### src/rtl/line_pack_pkg.sv
// line_pack_pkg: shared state encoding and mask popcount for the word-to-line packer
package line_pack_pkg;

   typedef enum logic {FILL, HOLD} state_t;

   localparam int unsigned MAX_WORDS = 256;

   // Counts set bits among the low n entries of a mask that is zero-extended to MAX_WORDS.
   function automatic int unsigned popcount(input logic [MAX_WORDS-1:0] v, input int unsigned n);
      popcount = 0;
      for (int unsigned i = 0; i < MAX_WORDS; i++)
         if (i < n) popcount += 32'(v[i]);
   endfunction

endpackage

### src/rtl/line_out_stage.sv
// line_out_stage: output holding register for a finished line with load/drain handshake
module line_out_stage
   import line_pack_pkg::*;
#(
   parameter int DATA_WIDTH = 512,
   parameter int NUM_WORDS  = 16,
   parameter int CNT_WIDTH  = 5
) (
   input  logic                  clk,
   input  logic                  rst_n,
   input  logic                  load,
   input  logic [DATA_WIDTH-1:0] ld_line,
   input  logic [NUM_WORDS-1:0]  ld_mask,
   input  logic                  out_ready,
   output logic                  free,
   output logic                  out_valid,
   output logic [DATA_WIDTH-1:0] out_line,
   output logic [NUM_WORDS-1:0]  out_mask,
   output logic [CNT_WIDTH-1:0]  out_count
);

   logic                  valid_q, valid_d;
   logic [DATA_WIDTH-1:0] line_q, line_d;
   logic [NUM_WORDS-1:0]  mask_q, mask_d;
   logic [CNT_WIDTH-1:0]  count_q, count_d;

   assign free      = !valid_q || out_ready;
   assign out_valid = valid_q;
   assign out_line  = line_q;
   assign out_mask  = mask_q;
   assign out_count = count_q;

   // A load replaces the held line; otherwise the line holds until drained.
   always_comb begin
      valid_d = load || (valid_q && !out_ready);
      line_d  = load ? ld_line : line_q;
      mask_d  = load ? ld_mask : mask_q;
      count_d = load ? CNT_WIDTH'(popcount(MAX_WORDS'(ld_mask), NUM_WORDS)) : count_q;
   end

   // Output register with synchronous active-low clear.
   always_ff @(posedge clk) begin
      if (!rst_n) begin
         valid_q <= 1'b0;
         line_q  <= '0;
         mask_q  <= '0;
         count_q <= '0;
      end else begin
         valid_q <= valid_d;
         line_q  <= line_d;
         mask_q  <= mask_d;
         count_q <= count_d;
      end
   end

endmodule

### src/rtl/line_word_packer.sv
// line_word_packer: assembles indexed words into a line and emits it with a valid-word mask
module line_word_packer
   import line_pack_pkg::*;
#(
   parameter int DATA_WIDTH = 512,
   parameter int WORD_WIDTH = 32,
   parameter int ADDR_WIDTH = 4
) (
   input  logic                  clk,
   input  logic                  rst_n,
   input  logic                  in_valid,
   output logic                  in_ready,
   input  logic [WORD_WIDTH-1:0] in_word,
   input  logic [ADDR_WIDTH-1:0] in_addr,
   input  logic                  in_last,
   output logic                  out_valid,
   input  logic                  out_ready,
   output logic [DATA_WIDTH-1:0] out_line,
   output logic [(1<<ADDR_WIDTH)-1:0] out_mask,
   output logic [ADDR_WIDTH:0]   out_count
);

   localparam int NUM_WORDS = 1 << ADDR_WIDTH;

   state_t                               state_q, state_d;
   logic [NUM_WORDS-1:0][WORD_WIDTH-1:0] asm_q, asm_d, merged;
   logic [NUM_WORDS-1:0]                 mask_q, mask_d, wr_en, wr_mask;
   logic                                 accept, close, free, load;

   // Ready comes only from registered state, gated low while reset is asserted.
   assign in_ready = rst_n && state_q == FILL;

   // Slot decode, merge of the incoming word, close detection and next state.
   always_comb begin
      wr_en  = '0;
      merged = asm_q;
      accept = in_valid && in_ready;
      for (int k = 0; k < NUM_WORDS; k++) begin
         wr_en[k]  = accept && in_addr == ADDR_WIDTH'(k);
         merged[k] = wr_en[k] ? in_word : asm_q[k];
      end
      wr_mask = mask_q | wr_en;
      close   = accept && (in_last || &wr_mask);
      load    = state_q == FILL ? close && free : free;
      state_d = load ? FILL : close ? HOLD : state_q;
      asm_d   = load ? '0 : merged;
      mask_d  = load ? '0 : wr_mask;
   end

   // Assembly buffer, mask and FSM state.
   always_ff @(posedge clk) begin
      if (!rst_n) begin
         state_q <= FILL;
         asm_q   <= '0;
         mask_q  <= '0;
      end else begin
         state_q <= state_d;
         asm_q   <= asm_d;
         mask_q  <= mask_d;
      end
   end

   line_out_stage #(
      .DATA_WIDTH (DATA_WIDTH),
      .NUM_WORDS  (NUM_WORDS),
      .CNT_WIDTH  (ADDR_WIDTH + 1)
   ) u_out (
      .clk       (clk),
      .rst_n     (rst_n),
      .load      (load),
      .ld_line   (merged),
      .ld_mask   (wr_mask),
      .out_ready (out_ready),
      .free      (free),
      .out_valid (out_valid),
      .out_line  (out_line),
      .out_mask  (out_mask),
      .out_count (out_count)
   );

endmodule

### config.mk
export PLATFORM = sky130hd
export DESIGN_NAME = line_word_packer
export DESIGN_NICKNAME = d
export VERILOG_FILES = /design/src/rtl/line_pack_pkg.sv /design/src/rtl/line_out_stage.sv /design/src/rtl/line_word_packer.sv
export SDC_FILE = /design/constraint.sdc
export NUM_CORES = 1
export LEC_CHECK = 0
export ABC_AREA = 1
export BUFFER_PORTS_ARGS = -buffer_cell sky130_fd_sc_hd__buf_2
export CAP_MARGIN = 20
export CORE_ASPECT_RATIO = 0.7
export CORE_MARGIN = 4
export CORE_UTILIZATION = 35
export CTS_BUF_LIST = sky130_fd_sc_hd__clkbuf_2 sky130_fd_sc_hd__clkbuf_4 sky130_fd_sc_hd__clkbuf_8
export DETAILED_ROUTE_END_ITERATION = 10
export MAX_ROUTING_LAYER = met4
export PLACE_DENSITY = 0.57
export SYNTH_ARGS = -nofsm -noshare
export SYNTH_HDL_FRONTEND = slang
export SYNTH_SLANG_ARGS = --single-unit
### constraint.sdc
create_clock -name clk -period 4.76 [get_ports clk]
set_input_delay 0 -clock clk [delete_from_list [all_inputs] [get_ports clk]]
set_output_delay 0 -clock clk [all_outputs]
set_load 0.02 [all_outputs]
==> results of run 1 <==
state kept, by name (all words and copies together), names as in the netlist:
signal           flops
u_out.out_line     512
mask_q              16
u_out.out_mask      16
asm_q              512
u_out.out_count      5
state_q              1
u_out.out_valid      1
per-stage QoR:
step / utilization [%] / instance area (sq um) / setup TNS [ns] / power, mW
floorplan: - / 38700 / 0 / 11.4
global placement: 38.8 / 42400 / 0 / 12.4
detailed placement: 38.8 / 42400 / 0 / 12.5
CTS: 42.5 / 46400 / 0 / 20.8
global route: 42.6 / 46500 / -0.0187 / 21.5
finish: 42.6 / 46500 / 0 / 20.5
layer usage:
metal	vias up	global-route usage, %	share of wire (%)
met5	-	-	0
met4	0	5.80	2.0
met1	16000	31.4	47
met3	178	3.99	5.7
li1	17200	-	-
met2	908	35.7	45
Yosys cell counts, types with 2 or more instances:
cell and n:
sky130_fd_sc_hd__nand3_4 2, sky130_fd_sc_hd__a21oi_1 377, sky130_fd_sc_hd__ha_1 6, sky130_fd_sc_hd__nor3_1 4, sky130_fd_sc_hd__inv_2 2, sky130_fd_sc_hd__buf_4 9
sky130_fd_sc_hd__nand3_1 4, sky130_fd_sc_hd__clkbuf_1 152, sky130_fd_sc_hd__nand3b_1 18, sky130_fd_sc_hd__inv_1 76, sky130_fd_sc_hd__buf_2 118, sky130_fd_sc_hd__o21ai_0 161
sky130_fd_sc_hd__nand2_1 1252, sky130_fd_sc_hd__dfxtp_1 1063, sky130_fd_sc_hd__nor2_1 1941, sky130_fd_sc_hd__buf_1 57, sky130_fd_sc_hd__buf_6 47, sky130_fd_sc_hd__fa_1 10
final cells by class:
| cell class | count | area (sq um) | area share, % |
|---|---|---|---|
| diodes | 5 | 12.5 | 0.0269 |
| clock inverters | 31 | 304 | 0.654 |
| multi-input cells | 3782 | 15300 | 32.9 |
| clock buffers | 264 | 3300 | 7.11 |
| flip-flops and latches | 1063 | 21300 | 45.8 |
| inverters | 78 | 293 | 0.630 |
| repair buffers | 701 | 4170 | 8.98 |
| well taps | 1442 | 1800 | 3.88 |
worst reg2reg max path, cell delays in order, from the launching register on:
cell                      delay (ns)
sky130_fd_sc_hd__dfxtp_1        0.32
sky130_fd_sc_hd__inv_2          0.09
sky130_fd_sc_hd__nand3_4        0.06
sky130_fd_sc_hd__buf_4          0.17
sky130_fd_sc_hd__nor3_4         0.19
sky130_fd_sc_hd__nor2_1         0.09
sky130_fd_sc_hd__inv_1          0.10
sky130_fd_sc_hd__ha_1           0.23
sky130_fd_sc_hd__inv_1          0.07
sky130_fd_sc_hd__fa_1           0.42
sky130_fd_sc_hd__inv_1          0.09
sky130_fd_sc_hd__fa_1           0.45
sky130_fd_sc_hd__fa_1           0.53
sky130_fd_sc_hd__fa_1           0.52
sky130_fd_sc_hd__inv_1          0.06
sky130_fd_sc_hd__fa_1           0.44
sky130_fd_sc_hd__inv_2          0.08
sky130_fd_sc_hd__fa_1           0.38
sky130_fd_sc_hd__a21oi_1        0.13
sky130_fd_sc_hd__nor2_1         0.06
final timing paths:
| check | start | endpoint | slack (ns) | depth (start not counted) |
|---|---|---|---|---|
| max | state_q | u_out.out_count[1] | 0.20 | 19 |
| min | in_last | state_q | 0.25 | 8 |
| max reg2reg | state_q | u_out.out_count[1] | 0.20 | 19 |
| min reg2reg | mask_q[6] | mask_q[6] | 0.46 | 2 |
cells by family (layout without fill, tap and decap cells):
kind of cell,Yosys count,count (layout)
AOI/OAI and AO/OA,539,539
xor gates and xnor gates,2,2
adders and majority gates,16,16
buffers and inverters,461,1074
DFF,1063,1063
other,0,5
and+or+nand+nor,3223,3225
power by group:
group	leakage (nW)	switching [mW]	internal (mW)
Clock	1.92	3.73	4.55
Sequential	8.64	0.290	9.32
Combinational	10.5	1.88	0.778
timing repair:
item,in CTS,in global routing
hold buffers,47,0
resized for setup,0,2
setup endpoints to repair,0,4
hold endpoints to repair,800,0
==> results.md, run 1 <==
Drt:
- The final layout contains routed wiring with a total length of 135000 um.
- After detailed routing, the number of remaining DRC violations is 0.
- For this block, the via count after detailed routing is 34300.
- The first TritonRoute pass finished after 5 iterations.
- The count of nets left with antenna violations once routing finished came out at 0.
- The post-detailed-route via-to-cell ratio is 4.66.
- The detailed router finished its first iteration with 2575 violations.
- Dividing the detail-routed wire length by the instance count gives 18.3 um.

Worst setup path:
- In this design, the stage delay of the slowest critical-path cell is 0.53 ns.
- The kind of launch point of the worst setup path is a register.
- The category of cells accounting for the largest share of critical-path delay is adder cells.
- The critical path data required time is 5.50 ns.
- The capturing element type of the critical path is a register.
- For this design, the slowest cell found on the critical path is sky130_fd_sc_hd__fa_1.
- The critical path start-end classification is register to register.
- The number of buffers and inverters on the critical path is 7.
- The largest fanout of any net on the critical path is 5.
- The cell that appears most often on the critical path is sky130_fd_sc_hd__fa_1.
- Walking the worst path, the cells encountered are inv_2 -> nand3_4 -> buf_4 -> nor3_4 -> nor2_1 -> inv_1 -> ha_1 -> inv_1 -> fa_1 -> inv_1 -> fa_1 -> fa_1 -> fa_1 -> inv_1 -> fa_1 -> inv_2 -> fa_1 -> a21oi_1 -> nor2_1.
- Data on the critical path arrives at its endpoint at 5.30 ns.

Final layout:
- The count of cells in the finished layout, fillers not included, comes to 7366.
- The commonest non-fill, non-tap cell in the layout is sky130_fd_sc_hd__nor2_1.
- The share of cells above drive strength 1 is 16.8%.
- The area growth from synthesis to layout is 19.9%.
- The top cell types in the final layout, fill and taps aside, are 1941 x sky130_fd_sc_hd__nor2_1, 1241 x sky130_fd_sc_hd__nand2_1, 1063 x sky130_fd_sc_hd__dfxtp_1.
- The net count of the finished layout is 5850.
- The number of fillers in the final layout is 11500.

Clock network:
- The CTS H-tree depth is 4.
- Counting along the longest clock path gives a buffer depth of 3.
- The register clock-pin slew on the reported worst setup and hold paths is 0.06 ns.
- The total setup buffers inserted after CTS is 0.
- The clock sink count is 1063.
- CTS placed an instance of sky130_fd_sc_hd__clkbuf_8 at the clock tree root.
- The later pin in the worst-skew pair is clocked with a latency of 0.86 ns.
- Clock tree synthesis inserted a total of 167 buffers.
- The clock tree from TritonCTS is built.

Synth:
- After synthesis the cells add up to 0.0387 sq mm.
- Counting flops with an async set or reset pin after synthesis yields a share of 0%.
- In the post-synthesis netlist, the biggest area contributors are sky130_fd_sc_hd__dfxtp_1 55%, sky130_fd_sc_hd__nor2_1 19%, sky130_fd_sc_hd__nand2_1 12%, sky130_fd_sc_hd__a21oi_1 4.9%, sky130_fd_sc_hd__o21ai_0 2.1%.
- After synthesis, the share of cell area in mux cells is 0%.
- The synthesized net count is 5361.
- In this run, distinct cell masters in the synthesized netlist total 23.
- The cell type contributing the most total cell area after synthesis is sky130_fd_sc_hd__dfxtp_1.
- Each instance of the synthesized netlist takes up on average 7.30 sq um.
- The synthesized design devotes to its leading area cell type 54.9% of total area.
- The xor/xnor cell area share of the yosys netlist is 0.0452%.
- By area, the combinational part of the netlist is dominated by simple AND/OR/NAND/NOR gates.
- The count of flip-flops with a built-in enable after synthesis is 0.
- The synthesized netlist devotes 6.97% of its cell area to compound gates.
- The number of standard cells after synthesis is 5304.
- For this run, the number of Yosys warnings is 0.
- The part of the Yosys area used for sequential elements is 54.9%.
- After Yosys synthesis, full adders, half adders and majority gates account for 0.710% of the synthesized area.
- For this run, the leading register cell type out of synthesis is sky130_fd_sc_hd__dfxtp_1.
- After synthesis the netlist holds a flip-flop and latch count of 1063.
- Of the total synthesized cell area, the portion taken by AND, OR, NAND and NOR gates is 31.5%.

GRT:
- Summed over all layers, the global routing overflow is 0.
- The combined global-route utilization of all metal layers is 23.1%.
- The first global-routing pass estimated 197000 um of wire.
- The number of global-route vias before repair was 31200.
- Entering global routing, the biggest net connects 179 pins.
- The initial antenna violation count is 14.

Placed design:
- Input and output buffers added on the ports amount to 575.
- The detailed-placement wirelength estimate is 80800 um.
- The weighted congestion at the end of routability-driven global placement is 0.844.
- The number of instances in the placed design is 7018.
- The worst slack at placement is 0.205 ns.

STA:
- The actual slew at the worst max-slew pin is 1.07 ns.
- The post-route clock period utilization is 95.9%.
- Timing would allow up to 219 MHz.
- The final setup slack of the worst path is 0.197 ns.
- Measured against its own limit, the worst slew margin works out to 28.3%.
- The worst clock skew on the final layout is 0.0337 ns.
- The time the worst path needs with I/O delays and setup is 4.56 ns.
- The number of pins with negative max-slew slack in the final report was 0.
- The number of endpoints failing setup at the final stage is 0.
- The final-report hold violation count is 0.
- Setup repair after global routing could not meet its margin everywhere.
- The worst hold slack is 0.253 ns.

Die:
- The floorplan step defined a die boundary enclosing 0.116 sq mm.
- The I/O pin total is 576.
- The die outline width is 406 um.
- The initial utilization of the core area, before any placement, comes to 35.5%.
- The area of the core is 0.109 sq mm.
- After floorplanning, the core was divided into 101 placement rows.
- The die height is 286 um.

Run:
- The number of maximum-capacitance violations is 0.

Pwr:
- The worst vdd rail ir drop is 0.244 mV.
- The total power divided by cell area is 442 mW/mm^2.
- The reported leakage power is 21.0 nW.

Hold path:
- The kind of path behind the tightest hold check is input port to register.

Outcome:
- The flow ran to the end, and the final reports show no timing, DRC or antenna violations.
Power figures use the tool's default switching activity.
==> run 2: changes to the inputs <==
BUFFER_PORTS_ARGS = -buffer_cell sky130_fd_sc_hd__buf_4   (was -buffer_cell sky130_fd_sc_hd__buf_2)
==> results.md, run 2 (same netlist as run 1, synthesis figures left out) <==
Drt:
- The overall via count from detail_route is 34500 (was 34300).
- The final routed DRC violation total is 0 (unchanged).
- The count of nets left with antenna violations after detail routing came to 0 (unchanged).
- The post-detailed-route via-to-cell ratio is 4.68 (was 4.66).
- The iteration-0 DRC count of the detailed router is 2842 (was 2575).
- The routed length per instance is 18.5 um (was 18.3 um).
- The total wire length is 136000 um (was 135000 um).
- The count of TritonRoute iterations in the first routing pass is 6 (was 5).

STA:
- The number of endpoints failing setup at the final stage is 0 (unchanged).
- The post-route clock period utilization came to 96.1% (was 95.9%).
- Setup repair after global routing missed its margin: no (was yes).
- The worst hold slack is 0.412 ns (was 0.253 ns).
- The worst max-slew margin expressed relative to the limit came to 29.7% (was 28.3%).
- The maximum clock frequency is 219 MHz (about the same).
- The time the worst path needs with I/O delays and setup is 4.58 ns (was 4.56 ns).
- The final-report hold violation count is 0 (unchanged).
- The number of pins with negative max-slew slack in the final report is 0 (unchanged).
- The post-route setup TNS is 0 ns (unchanged).
- The actual slew at the worst max-slew pin came to 1.06 ns (was 1.07 ns).
- The worst clock skew on the final layout came to 0.0484 ns (was 0.0337 ns).

Final layout:
- The final core utilization is 43.8% (was 42.6%).
- The growth of design area from synthesis to finish is 23.5% (was 19.9%).
- The share of cells above drive strength 1 came to 16.8% (about the same).
- The final cell count without fillers is 7374 (was 7366).
- Leading cell types in the layout, fill and taps excluded: 1941 x sky130_fd_sc_hd__nor2_1, 1241 x sky130_fd_sc_hd__nand2_1, 1063 x sky130_fd_sc_hd__dfxtp_1 (unchanged).
- The post-layout net count is 5854 (was 5850).
- The commonest non-fill, non-tap cell in the layout was sky130_fd_sc_hd__nor2_1 (unchanged).

Pwr:
- The total power divided by cell area is 434 mW/mm^2 (was 442 mW/mm^2).
- The worst vdd rail ir drop is 0.259 mV (was 0.244 mV).
- The reported leakage power is 21.1 nW (was 21.0 nW).

Die:
- The die outline width was 406 um (unchanged).
- The area of the core is 0.109 sq mm (unchanged).
- The I/O pin total came to 576 (unchanged).
- The number of placement rows is 101 (unchanged).
- The total die area is 0.116 sq mm (unchanged).
- The die height came to 286 um (unchanged).
- The initial core utilization came to 35.5% (unchanged).

GRT:
- The largest net degree at the start of global routing was 105 (was 179).
- The first-pass GRT wire length is 197000 um (about the same).
- The number of global-route vias before repair is 30900 (was 31200).
- The combined global-route utilization of all metal layers is 23.2% (was 23.1%).
- The remaining global-route overflow is 0 (unchanged).
- The initial antenna violation count is 21 (was 14).

Worst setup path:
- The startpoint of the worst setup timing path is state_q (unchanged).
- The critical path start-end classification is register to register (unchanged).
- The critical path data required time came to 5.51 ns (was 5.50 ns).
- The arrival time reported for the critical path endpoint is 5.32 ns (was 5.30 ns).
- The capturing element type of the critical path is a register (unchanged).
- The largest fanout of any net on the critical path came to 6 (was 5).
- The kind of launch point of the worst setup path is a register (unchanged).
- The startpoint of the worst-slack reg-to-reg timing path is state_q (unchanged).

Clock network:
- The maximum clock path buffer count came to 3 (unchanged).
- The number of clock buffers inserted by TritonCTS came to 165 (was 167).
- The worst-skew pair later-pin latency is 0.87 ns (was 0.86 ns).
- The clock tree from TritonCTS is built (unchanged).
- The register clock-pin slew on the reported worst setup and hold paths is 0.07 ns (was 0.06 ns).
- The buffer cell driving the clock tree root is sky130_fd_sc_hd__clkbuf_8 (unchanged).
- The CTS H-tree depth is 4 (unchanged).
- The clock sink count was 1063 (unchanged).

Placed design:
- The number of instances in the placed design was 7020 (was 7018).
- The number of buffers inserted by port buffering came to 575 (unchanged).
- The detailed-placement wirelength estimate is 80900 um (was 80800 um).
- The weighted congestion at the end of routability-driven global placement came to 0.856 (was 0.844).

Hold path:
- The startpoint of the lowest-slack hold path was rst_n (was in_last).
- The kind of path behind the tightest hold check is input port to register (unchanged).

Run:
- The number of maximum-capacitance violations came to 0 (unchanged).

Outcome:
- Run status: finished, final reports clean (unchanged).
## run 2: changes by cell type in the layout (fill, tap and decap cells not counted), sizes merged
cell and change:
buf +5, inv -4, clkbuf +3, diode +2, clkinv +1, dlygate4sd3 +1
## run 2: layout make-up
cell class	instances	area [sq um]
Tap cell	1442	1800
Antenna cell	7	17.5
Clock inverter	28	295
Timing Repair Buffer	707	5580
Inverter	78	293
Clock buffer	267	3290
Multi-Input combinational cell	3782	15300
Sequential cell	1063	21300
Fill cell	11200	61300
## run 2: metrics by stage
stage | power [mW] | cell area, sq um | setup WS [ns]
2_1_floorplan | 11.4 | 38700 | 0.212
3_3_place_gp | 12.7 | 43700 | 0.174
3_5_place_dp | 12.7 | 43700 | 0.166
4_1_cts | 21.0 | 47800 | 0.0168
5_1_grt | 21.7 | 47900 | 0.00922
6_report | 20.8 | 47900 | 0.184
## run 2: layer usage
metal	wire (um)	share of wire [%]	up-vias	track usage [%]
li1	-	-	17200	-
met1	61200	45	16000	31.3
met2	61000	45	1072	35.4
met3	10500	7.7	209	4.12
met4	3750	2.7	0	7.50
met5	0	0	-	-
## run 2: where the power goes
group / internal, mW / switching [mW] / leakage (nW) / total, mW
clock network: 4.52 / 3.76 / 1.91 / 8.27
registers: 9.32 / 0.323 / 8.64 / 9.64
logic: 0.978 / 1.88 / 10.6 / 2.86
## run 2: worst paths after layout
path / to / slack (ns) / cells after the start
setup / recovery: u_out.out_count[1] / 0.18 / 19
hold / removal: u_out.out_line[167] / 0.41 / 5
setup reg to reg: u_out.out_count[1] / 0.18 / 19
hold reg to reg: mask_q[8] / 0.46 / 2
## run 2: worst max-delay path, cell delays in order, from the launching register on
cell                      delay [ns]
sky130_fd_sc_hd__dfxtp_1        0.32
sky130_fd_sc_hd__inv_2          0.10
sky130_fd_sc_hd__nand3_4        0.12
sky130_fd_sc_hd__or3_4          0.34
sky130_fd_sc_hd__inv_2          0.07
sky130_fd_sc_hd__nor2_1         0.05
sky130_fd_sc_hd__inv_1          0.05
sky130_fd_sc_hd__ha_1           0.22
sky130_fd_sc_hd__inv_1          0.07
sky130_fd_sc_hd__fa_1           0.41
sky130_fd_sc_hd__inv_1          0.08
sky130_fd_sc_hd__fa_1           0.44
sky130_fd_sc_hd__fa_1           0.54
sky130_fd_sc_hd__fa_1           0.52
sky130_fd_sc_hd__inv_1          0.06
sky130_fd_sc_hd__fa_1           0.44
sky130_fd_sc_hd__inv_2          0.09
sky130_fd_sc_hd__fa_1           0.38
sky130_fd_sc_hd__a21oi_1        0.12
sky130_fd_sc_hd__nor2_1         0.07
## run 2: timing repair
item	CTS	global route
endpoints found under the hold margin	864	0
resized for setup	0	2
hold buffers	48	0
buffers inserted	0	3
setup endpoints to repair	0	5
